## src/rtl/wb_intercon.sv

```systemverilog
// Single-master, N-slave Wishbone classic interconnect with base/mask address decode; define WB_INTERCON_TIMEOUT_EN for the slave watchdog.
// Latency: slave strobe 1 cycle after request, slave response forwarded combinationally, unmapped error 2 cycles after request.
// Backpressure: the master waits on the selected slave's ack/err/rty; dropping m_cyc_i aborts the cycle immediately.
module wb_intercon #(
    parameter int unsigned                NUM_SLAVES     = 2,
    parameter logic [NUM_SLAVES*32-1:0]   SLAVE_BASE     = '0,
    parameter logic [NUM_SLAVES*32-1:0]   SLAVE_MASK     = '0,
    parameter int unsigned                TIMEOUT_CYCLES = 255
) (
    input  logic                         clk_i,
    input  logic                         rst_i,
    input  logic                         m_cyc_i,
    input  logic                         m_stb_i,
    input  logic [31:0]                  m_adr_i,
    input  logic [3:0]                   m_sel_i,
    input  logic [31:0]                  m_dat_i,
    input  logic                         m_we_i,
    output logic [31:0]                  m_dat_o,
    output logic                         m_ack_o,
    output logic                         m_err_o,
    output logic                         m_rty_o,
    output logic [NUM_SLAVES-1:0]        s_cyc_o,
    output logic [NUM_SLAVES-1:0]        s_stb_o,
    output logic [31:0]                  s_adr_o,
    output logic [3:0]                   s_sel_o,
    output logic [31:0]                  s_dat_o,
    output logic                         s_we_o,
    input  logic [NUM_SLAVES*32-1:0]     s_dat_i,
    input  logic [NUM_SLAVES-1:0]        s_ack_i,
    input  logic [NUM_SLAVES-1:0]        s_err_i,
    input  logic [NUM_SLAVES-1:0]        s_rty_i
);

    localparam int unsigned GW = (NUM_SLAVES > 1) ? $clog2(NUM_SLAVES) : 1;

    typedef enum logic [1:0] {
        IDLE     = 2'd0,
        BUSY     = 2'd1,
        DEC_WAIT = 2'd2,
        ERR      = 2'd3
    } state_t;

    state_t          state;
    logic [GW-1:0]   grant;

`ifdef WB_INTERCON_TIMEOUT_EN
    logic [15:0]     count;
`endif

    assign s_adr_o = m_adr_i;
    assign s_sel_o = m_sel_i;
    assign s_dat_o = m_dat_i;
    assign s_we_o  = m_we_i;

    // Descending scan so the lowest matching window is the one left standing.
    logic            hit;
    logic [GW-1:0]   hit_idx;
    always_comb begin
        hit     = 1'b0;
        hit_idx = '0;
        for (int i = NUM_SLAVES - 1; i >= 0; i--) begin
            if ((m_adr_i & SLAVE_MASK[32*i +: 32]) == SLAVE_BASE[32*i +: 32]) begin
                hit     = 1'b1;
                hit_idx = GW'(i);
            end
        end
    end

    logic            g_ack;
    logic            g_err;
    logic            g_rty;
    logic            g_resp;
    logic [31:0]     g_dat;
    logic            busy_act;
    logic [NUM_SLAVES-1:0] grant_vec;

    assign g_ack    = s_ack_i[grant];
    assign g_err    = s_err_i[grant];
    assign g_rty    = s_rty_i[grant];
    assign g_dat    = s_dat_i[32*grant +: 32];
    assign g_resp   = g_ack | g_err | g_rty;
    assign busy_act = (state == BUSY) && m_cyc_i;

    always_comb begin
        grant_vec = '0;
        for (int i = 0; i < NUM_SLAVES; i++) begin
            grant_vec[i] = (grant == GW'(i));
        end
    end

    // Responses are gated by m_cyc_i so an aborted cycle never answers the master.
    assign s_cyc_o = busy_act ? grant_vec : '0;
    assign s_stb_o = (busy_act && m_stb_i) ? grant_vec : '0;
    assign m_dat_o = busy_act ? g_dat : 32'h0;
    assign m_ack_o = busy_act & g_ack;
    assign m_err_o = (busy_act & g_err & ~g_ack) | (state == ERR);
    assign m_rty_o = busy_act & g_rty & ~g_ack & ~g_err;

    always_ff @(posedge clk_i or posedge rst_i) begin
        if (rst_i) begin
            state <= IDLE;
            grant <= '0;
`ifdef WB_INTERCON_TIMEOUT_EN
            count <= 16'h0;
`endif
        end else begin
            case (state)
                IDLE: begin
                    if (m_cyc_i && m_stb_i) begin
                        if (hit) begin
                            grant <= hit_idx;
                            state <= BUSY;
`ifdef WB_INTERCON_TIMEOUT_EN
                            count <= 16'h0;
`endif
                        end else begin
                            state <= DEC_WAIT;
                        end
                    end
                end
                BUSY: begin
                    if (!m_cyc_i || g_resp) begin
                        state <= IDLE;
`ifdef WB_INTERCON_TIMEOUT_EN
                    end else if (count == 16'(TIMEOUT_CYCLES - 1)) begin
                        // Leaving BUSY drops the slave strobe; ERR answers the master.
                        state <= ERR;
                    end else begin
                        count <= count + 16'h1;
`endif
                    end
                end
                DEC_WAIT: state <= ERR;
                ERR:      state <= IDLE;
                default:  state <= IDLE;
            endcase
        end
    end

endmodule

```

## config.mk

```make
export PLATFORM = sky130hd
export DESIGN_NAME = wb_intercon
export DESIGN_NICKNAME = d
export VERILOG_FILES = /design/src/rtl/wb_intercon.sv
export SDC_FILE = /design/constraint.sdc
export NUM_CORES = 1
export LEC_CHECK = 0
export BUFFER_PORTS_ARGS = -buffer_cell sky130_fd_sc_hd__buf_2
export CAP_MARGIN = 10
export CORE_AREA = 2 2 97 99
export DETAILED_ROUTE_END_ITERATION = 8
export DIE_AREA = 0 0 99 101
export PLACE_DENSITY = 0.47
export SYNTH_ARGS = -nofsm -noshare
export SYNTH_HDL_FRONTEND = slang
export SYNTH_SLANG_ARGS = --single-unit
```

## constraint.sdc

```tcl
create_clock -name clk_i -period 2.4 [get_ports clk_i]
set_input_delay 0.12 -clock clk_i [delete_from_list [all_inputs] [get_ports clk_i]]
set_output_delay 0.12 -clock clk_i [all_outputs]
set_load 0.01 [all_outputs]
```

=== Yosys cells after proc, flatten, opt, wreduce, memory -nomap -nowiden ===
Index checks and enable logic that the tools add are counted.
W data, S select, Z words.

* Register bits: 2
* Input port bits: 143
* Output and inout bits: 108
* Logic and storage cells: 30

* Equality and inequality tests: 5
* Multiplexer cells: 6
* Bitwise operators: 11
* Reductions and logical operators: 7

{| class="wikitable"
|+ Operator list
! kind !! count
|-
| $mux W32 || 1
|-
| $pmux W2 S4 || 1
|-
| $and A1 B1 Y1 || 6
|-
| $eq A2 B2 Y1 const B || 2
|-
| $mux W2 || 2
|-
| $logic_and A1 B1 Y1 || 3
|-
| $or A1 B1 Y1 || 3
|-
| $eq A2 B1 Y1 const B || 1
|-
| $logic_not A2 Y1 || 1
|-
| $mux W1 || 2
|-
| $ne A2 B1 Y1 const B || 1
|-
| $ne A2 B2 Y1 const B || 1
|-
| $not A1 Y1 || 2
|-
| $reduce_and A2 Y1 || 1
|-
| $logic_not A1 Y1 || 1
|-
| $logic_or A1 B1 Y1 || 1
|}

=== Depth between registers and ports, before layout ===
* Word-level depth: 5
* Depth in mapped cells: 4
* Depth with buffers taken out: 2

=== Worst setup path after synthesis ===
No wires, ideal clock.

* Path kind: reg-to-output
* From: reg state[1]
* To: out m_dat_o[10]
* Data arrival time: 0.983 ns
* Required time: 2.280 ns
* Slack: 1.297 ns
* Stages on the path, launching flop included: 5
* Path buffers: 2
* Path through: dfrtp_1 -> and3b_1 -> buf_6 -> buf_6 -> and2_4

* Longest elaborated chain between the ends: 3

{| class="wikitable"
|+ RTL lines
! element !! line !! RTL
|-
| from (decl) || 43 || <nowiki>state_t state;</nowiki>
|-
| from (signal assigned) || 101 || <nowiki>state <= IDLE;</nowiki>
|-
| from (signal assigned) || 112 || <nowiki>state <= BUSY;</nowiki>
|-
| from (signal assigned) || 117 || <nowiki>state <= DEC_WAIT;</nowiki>
|-
| $eq A2 B1 Y1 || 82 || <nowiki>assign busy_act = (state == BUSY) && m_cyc_i;</nowiki>
|-
| $logic_and A1 B1 Y1 || 82 ||
|-
| $mux W32 || 94 || <nowiki>assign m_dat_o = busy_act ? g_dat : 32'h0;</nowiki>
|-
| to (decl) || 18 || <nowiki>output logic [31:0] m_dat_o,</nowiki>
|}

Every way passes these cells.

=== Worst setup path in the final report ===
* From: reg state[1]
* To: out m_dat_o[8]

The elaborated chain is that of the path after synthesis.

==> metrics.md <==
| Metric | Value |
|---|---|
| Syn avg cell area | 8.05 um2 |
| Warning count from the yosys run | 0 |
| Worst path arrival time | 1570 ps |
| CTS tree | yes |
| Biggest cell delay along the critical path | 400 ps |
| Capturing element type of the critical path | primary output |
| Layout net count | 273 |
| Total Die Area | ~10000 um2 |
| Number of levels in the clock H-tree | 1 |
| Relative area change from synthesis to final layout | -0.885% |
| Worst path cell trace | and3b_1 -> buf_4 -> and2_4 -> buf_2 |
| Commonest cells after routing, fill and taps aside | buf_2 (75), and2_4 (28), and2_1 (5), clkbuf_8 (3) |
| Die Height | around 100 um |
| Number of flip-flops in the largest register | 2 |
| Total buffers and inverters traversed by the critical path | 2 |
| Antenna violations before repair | 0 |
| Number of setup buffers added after CTS | 0 |
| Largest net degree at the start of global routing | 34 |
| Layout Skew | slightly above 0.5 ps |
| Worst ir drop on vdd | 0.000220 V |
| Post-Syn Area | 990 um2 |
| Worst-skew pair later-pin latency | 210 ps |
| Total routing usage reported by global routing | 3.54% |
| Register clock-pin slew on the reported worst setup and hold paths | 30 ps |
| Count of filler cells inserted in the layout | 1,044 |
| CP Data Required Time | 2280 ps |
| Outcome | finished clean |
| Largest fanout on the critical path | 33 |
| Die Wd | 99 um |
| Minimum clock period after layout | 1690 ps |
| Fmax | 591 MHz |
| Largest buffer count on any clock path | 2 |
| RSZ-0062 raised after global routing | false |
| Placer Congestion | about 0.53 |
| First-pass DRT Iterations | 2 |
| Count of non-filler cells in the finished layout | 239 |
| Worst Hold Class | in -> reg |
| Master of the slowest instance on the critical path | dfrtp_1 |
| Wire length per cell after detailed routing | about 8.1 um |
| Layout cell share with drive strength beyond 1 | 83.6% |
| Most common library cell in the layout ignoring fill and taps | buf_2 |
| Starting density of the core | 11.0% |
| Floorplan core area | roughly 9000 um2 |
| Startpoint class of the critical path | register |
| Io pins | 251 |
| Number of max-cap violations | 0 |
| Largest regs | state (2) |
| Sequential-to-total area share from yosys stat | 5.06% |
| CTS Buf Count | 3 |
| Largest delay contributor family on the critical path | simple AND/OR/NAND/NOR gates |
| Worst Setup Path Type | reg -> out |
| Vias | between 600 and 700 |
| Leakage power | 0.000594 uW |
| Number of clock sinks | 2 |
| #FFs+latches synth | 2 |
| CTS root buf | clkbuf_8 |
| Count of endpoints failing hold in the final timing report | 0 |
| Final antenna diode count | 0 |
| DP Wirelength | roughly 1.6 mm |
| Total grt overflow | 0 |
| Power Dens Cells | 262 nW/um2 |
| 1st-iter DRT viols | 6 |
| Setup Total Neg Slack | 0 ps |
| Antenna Nets Post-Route | 0 |
| Total instance count after detailed placement | 235 |
| Number of buffers inserted by port buffering | 75 |
| Num rows | 35 |
| Number of distinct library cells after synthesis | 16 |
| Post-Syn Instances | ~120 |
| DRC Markers | 0 |
| Number of global-route vias before repair | between 600 and 700 |
| Setup-failing EPs final | 0 |
| First-pass GRT wire length | 2.82 mm |
| Max-slew violation total from the final report | 0 |
| Post-route fraction of the period consumed by the critical path | between 70% and 80% |
| Routed vias/inst | 2.79 |
| Largest Register | state |
| Detailed-route wire length | 1.93 mm |
repair_timing:
item / CTS / global route
resized for setup: 0 / 0
endpoints found under the hold margin: 2 / 0
hold buffers: 1 / 0
worst register-to-register path, cell delays in order (launching register included):
cell	delay, ps
dfrtp_1	400
and3b_1	290
o2bb2ai_1	130
worst paths after layout:
path | from | to | slack [ps] | depth (start not counted)
setup / recovery | state[1]$_DFFE_PP0P_ | m_dat_o[8] | 710 | 4
hold / removal | s_rty_i[0] | state[0]$_DFFE_PP0P_ | 200 | 3
setup reg to reg | state[1]$_DFFE_PP0P_ | state[0]$_DFFE_PP0P_ | 1490 | 2
hold reg to reg | state[0]$_DFFE_PP0P_ | state[1]$_DFFE_PP0P_ | 490 | 1
max in group asynchronous | rst_i | state[0]$_DFFE_PP0P_ | 1990 | 3
min in group asynchronous | rst_i | state[1]$_DFFE_PP0P_ | 300 | 3
cells in the mapped netlist:
library cell / count / area share, %
dfrtp_1: 2 / 5.1
nor2_1: 1 / 0.38
nor3_1: 1 / 0.51
and3_1: 1 / 0.63
and2_1: 5 / 3.2
a21oi_1: 1 / 0.51
inv_1: 1 / 0.38
o21a_1: 1 / 0.76
and3b_1: 2 / 1.8
buf_6: 4 / 4.6
buf_4: 72 / 55
and2_4: 28 / 25
nor2b_1: 1 / 0.63
o2bb2ai_1: 1 / 0.89
conb_1: 1 / 0.38
and4b_1: 1 / 1.0
report_power, final:
group | switching (uW) | internal, uW
clock network | 24.1 | 106
logic | 37.2 | 53.3
registers | 1.17 | 35.1
through the flow:
stage	util (%)	hold slack, ps	total power (uW)	setup WS [ps]	instance area [um2]
final	10.9	200	257	709	981
after global routing	10.9	223	277	562	981
after CTS	10.9	201	263	658	981
after detailed placement	10.4	-27.7	128	881	930
after global placement	10.4	-31.8	126	914	930
after floorplan	-	-139	204	1300	993
kinds of logic after synthesis:
| family | after synthesis | synth area share, % |
|---|---|---|
| AOI/OAI and AO/OA | 3 | 2.15 |
| DFF | 2 | 5.06 |
| other | 1 | 0.379 |
| and+or+nand+nor | 40 | 32.9 |
| buffers and inverters | 77 | 59.5 |
routing by layer:
metal | vias up | GRT usage [%] | routed length, um
met5 | - | 0 | 0
met4 | 0 | 3.27 | 69
met3 | 22 | 1.46 | 285
met2 | 57 | 5.46 | 903
met1 | 278 | 3.65 | 668
li1 | 309 | - | -
layout make-up:
type | count | area [um2] | area share [%]
Tap cell | 111 | 139 | 14.2
Multi-Input combinational cell | 45 | 354 | 36.1
Sequential cell | 2 | 50.0 | 5.10
Clock buffer | 3 | 41.3 | 4.21
Timing Repair Buffer | 77 | 393 | 40.1
Inverter | 1 | 3.75 | 0.383
Note: power is estimated with default switching activity, not from simulation.
